## config.mk

```make
export PLATFORM = sky130hd
export DESIGN_NAME = sar_ctrl_flat
export DESIGN_NICKNAME = d
export VERILOG_FILES = /design/src/rtl/sar_ctrl_if.sv /design/src/rtl/sar_ctrl.sv /design/src/flat_wrapper.sv
export SDC_FILE = /design/constraint.sdc
export NUM_CORES = 1
export LEC_CHECK = 0
export ABC_AREA = 1
export CORE_MARGIN = 4
export CORE_UTILIZATION = 47
export DETAILED_ROUTE_END_ITERATION = 10
export DONT_BUFFER_PORTS = 1
export GPL_TIMING_DRIVEN = 1
export SYNTH_ARGS = -nofsm -noshare
export SYNTH_HDL_FRONTEND = slang
export SYNTH_SLANG_ARGS = --single-unit
```

## constraint.sdc

```tcl
create_clock -name clk -period 1.64 [get_ports clk]
set_clock_uncertainty 0.2 [all_clocks]
set_input_delay 0.246 -clock clk [delete_from_list [all_inputs] [get_ports clk]]
set_output_delay 0.246 -clock clk [all_outputs]
set_load 0.02 [all_outputs]
```

## src/rtl/sar_ctrl_if.sv

```systemverilog
// sar_ctrl_if: request/comparator/DAC signal bundle for the SAR controller.
// Revision 1.0 - initial release
`default_nettype none

interface sar_ctrl_if #(
   parameter int N_BIT = 8
);
   logic             start;
   logic             comp_dout;
   logic             comp_doutb;
   logic             comp_clk;
   logic             comp_pwdn;
   logic             sample;
   logic [N_BIT-1:0] dac_code;
   logic [N_BIT-1:0] dout;
   logic             valid;
   logic             busy;
   logic             meta_err;

   modport master (
      output start, comp_dout, comp_doutb,
      input  comp_clk, comp_pwdn, sample, dac_code, dout, valid, busy, meta_err
   );

   modport slave (
      input  start, comp_dout, comp_doutb,
      output comp_clk, comp_pwdn, sample, dac_code, dout, valid, busy, meta_err
   );
endinterface

`default_nettype wire

```

## src/rtl/sar_ctrl.sv

```systemverilog
// sar_ctrl: SAR ADC sequencer (sample, then MSB-first strobe/decide per bit).
// Optional macro SAR_CTRL_METADET_EN enables invalid-decision detection. Revision 1.0
`default_nettype none

module sar_ctrl #(
   parameter int N_BIT      = 8,
   parameter int SAMPLE_CYC = 2,
   parameter int COMP_WAIT  = 1,
   parameter bit PWDN_IDLE  = 1'b1
) (
   input  wire logic clk,
   input  wire logic rstb,
   sar_ctrl_if.slave bus
);

   localparam int c_IDX_W = $clog2(N_BIT);
   localparam int c_CNT_W = 16;
   localparam logic [N_BIT-1:0]   c_CODE_INIT   = {1'b1, {(N_BIT-1){1'b0}}};
   localparam logic [c_IDX_W-1:0] c_IDX_MSB     = c_IDX_W'(N_BIT-1);
   localparam logic [c_CNT_W-1:0] c_SAMPLE_LAST = c_CNT_W'(SAMPLE_CYC-1);
   localparam logic [c_CNT_W-1:0] c_COMP_LAST   = c_CNT_W'(COMP_WAIT-1);

   typedef enum logic [2:0] {
      S_IDLE   = 3'd0,
      S_SAMPLE = 3'd1,
      S_COMP   = 3'd2,
      S_DECIDE = 3'd3,
      S_DONE   = 3'd4
   } state_t;

   state_t               r_state, w_state;
   logic [c_CNT_W-1:0]   r_cnt, w_cnt;
   logic [c_IDX_W-1:0]   r_idx, w_idx;
   logic [N_BIT-1:0]     r_code, w_code;
   logic [N_BIT-1:0]     r_dout, w_dout;
   logic                 r_valid, w_valid;
   logic                 r_comp_clk, w_comp_clk;
   logic                 r_pwdn, w_pwdn;
   logic                 r_sample, w_sample;
   logic                 r_busy, w_busy;
   logic                 r_meta_err, w_meta_err;
   logic                 w_dec;
   logic                 w_meta;

`ifdef SAR_CTRL_METADET_EN
   // Equal complementary outputs mean the latch never resolved; force the bit low.
   assign w_meta = (bus.comp_dout == bus.comp_doutb);
   assign w_dec  = bus.comp_dout & ~w_meta;
`else
   logic w_unused_doutb;
   assign w_unused_doutb = bus.comp_doutb;
   assign w_meta         = 1'b0;
   assign w_dec          = bus.comp_dout;
`endif

   always_ff @(posedge clk or negedge rstb) begin
      if (!rstb) begin
         r_state    <= S_IDLE;
         r_cnt      <= '0;
         r_idx      <= '0;
         r_code     <= '0;
         r_dout     <= '0;
         r_valid    <= 1'b0;
         r_comp_clk <= 1'b0;
         r_pwdn     <= PWDN_IDLE;
         r_sample   <= 1'b0;
         r_busy     <= 1'b0;
         r_meta_err <= 1'b0;
      end else begin
         r_state    <= w_state;
         r_cnt      <= w_cnt;
         r_idx      <= w_idx;
         r_code     <= w_code;
         r_dout     <= w_dout;
         r_valid    <= w_valid;
         r_comp_clk <= w_comp_clk;
         r_pwdn     <= w_pwdn;
         r_sample   <= w_sample;
         r_busy     <= w_busy;
         r_meta_err <= w_meta_err;
      end
   end

   always_comb begin
      w_state    = r_state;
      w_cnt      = r_cnt;
      w_idx      = r_idx;
      w_code     = r_code;
      w_dout     = r_dout;
      w_valid    = 1'b0;
      w_comp_clk = r_comp_clk;
      w_pwdn     = r_pwdn;
      w_sample   = r_sample;
      w_busy     = r_busy;
      w_meta_err = r_meta_err;

      // Next-value outputs are computed here so every port leaves a flop.
      case (r_state)
         S_IDLE, S_DONE: begin
            if (bus.start) begin
               w_state    = S_SAMPLE;
               w_cnt      = '0;
               w_idx      = c_IDX_MSB;
               w_code     = c_CODE_INIT;
               w_sample   = 1'b1;
               w_pwdn     = 1'b0;
               w_busy     = 1'b1;
               w_meta_err = 1'b0;
            end else begin
               w_state = S_IDLE;
               w_pwdn  = PWDN_IDLE;
            end
         end
         S_SAMPLE: begin
            if (r_cnt == c_SAMPLE_LAST) begin
               w_state    = S_COMP;
               w_cnt      = '0;
               w_sample   = 1'b0;
               w_comp_clk = 1'b1;
            end else begin
               w_cnt = r_cnt + 1'b1;
            end
         end
         S_COMP: begin
            if (r_cnt == c_COMP_LAST) begin
               w_state    = S_DECIDE;
               w_cnt      = '0;
               w_comp_clk = 1'b0;
            end else begin
               w_cnt = r_cnt + 1'b1;
            end
         end
         S_DECIDE: begin
            w_code[r_idx] = w_dec;
            if (w_meta) begin
               w_meta_err = 1'b1;
            end
            if (r_idx != '0) begin
               w_code[r_idx - 1'b1] = 1'b1;
               w_idx                = r_idx - 1'b1;
               w_state              = S_COMP;
               w_comp_clk           = 1'b1;
            end else begin
               w_state = S_DONE;
               w_dout  = w_code;
               w_valid = 1'b1;
               w_busy  = 1'b0;
            end
         end
         default: begin
            w_state = S_IDLE;
         end
      endcase
   end

   assign bus.comp_clk  = r_comp_clk;
   assign bus.comp_pwdn = r_pwdn;
   assign bus.sample    = r_sample;
   assign bus.dac_code  = r_code;
   assign bus.dout      = r_dout;
   assign bus.valid     = r_valid;
   assign bus.busy      = r_busy;
   assign bus.meta_err  = r_meta_err;

endmodule

`default_nettype wire

```

## src/flat_wrapper.sv

```systemverilog
// flat-port wrapper written by rule: the top's interface ports become plain ports
module sar_ctrl_flat 
#(
   parameter int N_BIT      = 8,
   parameter int SAMPLE_CYC = 2,
   parameter int COMP_WAIT  = 1,
   parameter bit PWDN_IDLE  = 1'b1
)
  (clk, rstb, bus_start, bus_comp_dout, bus_comp_doutb, bus_comp_clk, bus_comp_pwdn, bus_sample, bus_dac_code, bus_dout, bus_valid, bus_busy, bus_meta_err);
  sar_ctrl_if #(.N_BIT(N_BIT)) bus_i ();
  input  wire logic clk;
  input  wire logic rstb;
  input wire logic [$bits(bus_i.start)-1:0] bus_start;
  input wire logic [$bits(bus_i.comp_dout)-1:0] bus_comp_dout;
  input wire logic [$bits(bus_i.comp_doutb)-1:0] bus_comp_doutb;
  output wire logic [$bits(bus_i.comp_clk)-1:0] bus_comp_clk;
  output wire logic [$bits(bus_i.comp_pwdn)-1:0] bus_comp_pwdn;
  output wire logic [$bits(bus_i.sample)-1:0] bus_sample;
  output wire logic [$bits(bus_i.dac_code)-1:0] bus_dac_code;
  output wire logic [$bits(bus_i.dout)-1:0] bus_dout;
  output wire logic [$bits(bus_i.valid)-1:0] bus_valid;
  output wire logic [$bits(bus_i.busy)-1:0] bus_busy;
  output wire logic [$bits(bus_i.meta_err)-1:0] bus_meta_err;
  assign bus_i.start = bus_start;
  assign bus_i.comp_dout = bus_comp_dout;
  assign bus_i.comp_doutb = bus_comp_doutb;
  assign bus_comp_clk = bus_i.comp_clk;
  assign bus_comp_pwdn = bus_i.comp_pwdn;
  assign bus_sample = bus_i.sample;
  assign bus_dac_code = bus_i.dac_code;
  assign bus_dout = bus_i.dout;
  assign bus_valid = bus_i.valid;
  assign bus_busy = bus_i.busy;
  assign bus_meta_err = bus_i.meta_err;
  sar_ctrl #(.N_BIT(N_BIT), .SAMPLE_CYC(SAMPLE_CYC), .COMP_WAIT(COMP_WAIT), .PWDN_IDLE(PWDN_IDLE)) u_core (.clk(clk), .rstb(rstb), .bus(bus_i));
endmodule
```

==> results of run 1 <==
-- synth_stat cells, drive strengths merged --
library cell	n	area, um2
conb	1	3.750
nand2	101	396.6
xnor2	1	8.760
o211ai	4	30.03
nand4	6	37.54
nand3b	2	27.53
o21ai	41	205.2
buf	5	40.04
a21oi	2	10.01
nand3	26	147.7
nor3	3	25.02
nor2	40	175.2
xor2	3	26.28
o21bai	2	18.77
dfstp	1	26.28
ha	5	62.56
inv	39	146.4
dfrtp	42	1051
-- state kept, by name, summed over array words and instances, names as in the netlist, 3 cells and up --
name	count
u_core.r_cnt	16
u_core.bus.dac_code	8
u_core.bus.dout	8
u_core.r_idx	3
u_core.r_state	3
-- metrics by stage --
stage	setup WS [ns]	utilization, %	total power, mW
finish	0.03491	63.33	5.296
global route	-0.05884	63.33	5.718
CTS	0.001992	59.38	4.934
detailed placement	-0.03027	55.59	3.985
global placement	0.01638	55.59	3.979
floorplan	0.03421	-	3.235
-- how the worst max path moves through the flow --
| stage | endpoint | depth (start not counted) |
|---|---|---|
| 5_1_grt | u_core.r_cnt[3]$_DFFE_PN0P_ | 9 |
| 3_5_place_dp | u_core.r_cnt[10]$_DFFE_PN0P_ | 6 |
| 2_1_floorplan | u_core.bus.dac_code[7]$_DFFE_PN0P_ | 8 |
| 4_1_cts | u_core.bus.dac_code[7]$_DFFE_PN0P_ | 8 |
| 6_report | u_core.r_cnt[4]$_DFFE_PN0P_ | 9 |
| 3_3_place_gp | u_core.r_cnt[10]$_DFFE_PN0P_ | 6 |
-- power breakdown --
part	leakage [nW]	internal [mW]	switching [mW]
clock network	0.0618	0.501	0.394
registers	0.537	1.37	0.534
logic	0.900	1.03	1.46
total	1.50	2.91	2.39
-- kinds of logic (layout without fill, tap and decap cells) --
group / after synthesis / in the layout / synth area share (%)
xor+xnor: 4 / 4 / 1.437
simple gates: 178 / 178 / 33.20
buf+inv: 44 / 85 / 7.645
fa+ha+maj: 5 / 5 / 2.565
flops: 43 / 43 / 44.18
other cells: 1 / 1 / 0.1538
compound gates: 49 / 49 / 10.83
-- critical path: stages, from the launching register on --
cell and delay, ns:
dfrtp_2 0.46, inv_4 0.10, ha_4 0.13, nand2_2 0.05
nor2_2 0.07, nand2_1 0.09, nand2_4 0.12, nand2_8 0.09
nor2_4 0.13, nor2_1 0.05
-- area by class of cell --
cell class / count / area [um2] / share of cell area (%)
clock buffer: 6 / 82.58 / 2.672
clock inverter: 2 / 38.79 / 1.255
inverter: 39 / 148.9 / 4.818
multi-input combinational: 237 / 1320 / 42.71
sequential: 43 / 1087 / 35.18
tap: 67 / 83.83 / 2.713
timing repair buffer: 38 / 329.1 / 10.65
-- routing by layer --
layer / vias up / part of all wire (%) / track usage (%)
met4: 0 / 1.4 / 5.912
met1: 989 / 46 / 23.16
met5: - / 0 / 0
li1: 1121 / - / -
met3: 9 / 3.3 / 4.515
met2: 31 / 49 / 31.87
-- what timing repair did --
item | CTS | global route
pin swaps | 0 | 15
hold endpoints to repair | 46 | 0
setup buffers | 0 | 5
gates resized for setup | 1 | 59
setup endpoints to repair | 3 | 37
hold buffers | 4 | 0
==> results.tsv, run 1 <==
metric	value	unit
outcome	complete, no violations	
wirelength, routed	5636	um
reg2reg start	u_core.r_cnt[1]$_DFFE_PN0P_	
drt initial violations	113	
CP Class	reg -> reg	
CTS root buf	clkbuf_8	
die width	80.03	um
GRT Util Overall	18.69	%
initial antenna violation count	0	
Via density	4.977	
# setup viols final	0	
Design Area, Final	0.003090	mm2
core region area	0.004880	mm2
Hold Crit Endpoint	u_core.bus.dac_code[0]$_DFFE_PN0P_	
DIE AREA	0.006405	mm2
drt drc	0	
Post-Syn Area	0.002439	mm2
worst hold path class	in -> reg	
dpl hpwl	3933	um
vias in the first global route	2100	
Non-Filler Instances	432	
Clock Latency Late Sink	0.30	ns
CP Launch Type	flop	
IO Port Bufs	0	
Yosys warning count	0	
Clock transition at path regs	0.08	ns
Final Hold Viols	0	
layout net count	374	
drt first pass iters	4	
WHS Path Cells	4	
Worst Path Max Fanout	8	
R2R Path End	u_core.r_cnt[4]$_DFFE_PN0P_	
Avg WL per Cell	13.05	um
first-pass GRT wire length	9411	um
Setup TNS	0	ns
Crit. End Element	flop	
critical path arrival	1.60	ns
Placed Area	0.002713	mm2
hold_ws	0.03912	ns
Gate Count Post-Synth	324	
VDD IR-drop max	0.9898	mV
min Tclk post-route	1.605	ns
synth unique cells	31	
maximum clock frequency	0.6230	GHz
LEAKAGE	1.499	nW
GP Congestion	0.8965	
P&R area growth vs syn	26.73	%
CTS sink count	43	
Syn Area/Cell	7.527	um2
Tcrit/Tclk final	97.87	%
grt ovf	0	
placed cells	415	
clock buffer depth	2	
CTS tree	built	
floorplan row count	25	
reg2reg setup slack	0.03	ns
most common cell after layout, fill and taps aside	nand2_1	
RSZ-0062 raised after global routing	yes	
I/O Pins	27	
Starting Density	49.97	%
H-tree levels	2	
Max Slew Vio Count	0	
crit path from	u_core.r_cnt[1]$_DFFE_PN0P_	
largest net degree at the start of global routing	44	
commonest non-fill, non-tap cells in the layout	nand2_1 (90), dfrtp_1 (34), buf_4 (32)	
fraction of layout cells with a size suffix above 1	28.22	%
Filler cells	453	
number of cells on the worst reg-to-reg path	9	
worst endpoint required time	1.64	ns
Yosys reg bits	43	
Syn Nets	334	
Power per Cell Area	1714	mW/mm2
Vias	2150	
Vert. Die Dim	80.03	um
Antenna Violating Nets Remaining	0	
start point of the worst hold path	bus_comp_dout	
sequential cell area fraction in the yosys report	44.18	%
total CTS buffers	5	
MaxCap Viol Count	0	
number of diodes	0	
Power figures use the tool's default switching activity.
==> inputs of run 2 (changes only) <==
--- a/config.mk
+++ b/config.mk
@@ -14,3 +14,4 @@
 export SYNTH_ARGS = -nofsm -noshare
 export SYNTH_HDL_FRONTEND = slang
 export SYNTH_SLANG_ARGS = --single-unit
+export TNS_END_PERCENT = 50
==> results of run 2 <==
The final DEF is identical to that of run 1; final timing and power are the same.
==> inputs of run 3 (changes only) <==
--- a/config.mk
+++ b/config.mk
@@ -10,7 +10,6 @@
 export CORE_UTILIZATION = 47
 export DETAILED_ROUTE_END_ITERATION = 10
 export DONT_BUFFER_PORTS = 1
-export GPL_TIMING_DRIVEN = 1
 export SYNTH_ARGS = -nofsm -noshare
 export SYNTH_HDL_FRONTEND = slang
 export SYNTH_SLANG_ARGS = --single-unit
==> results of run 3 <==
The final DEF is identical to that of run 1; final timing and power are the same.
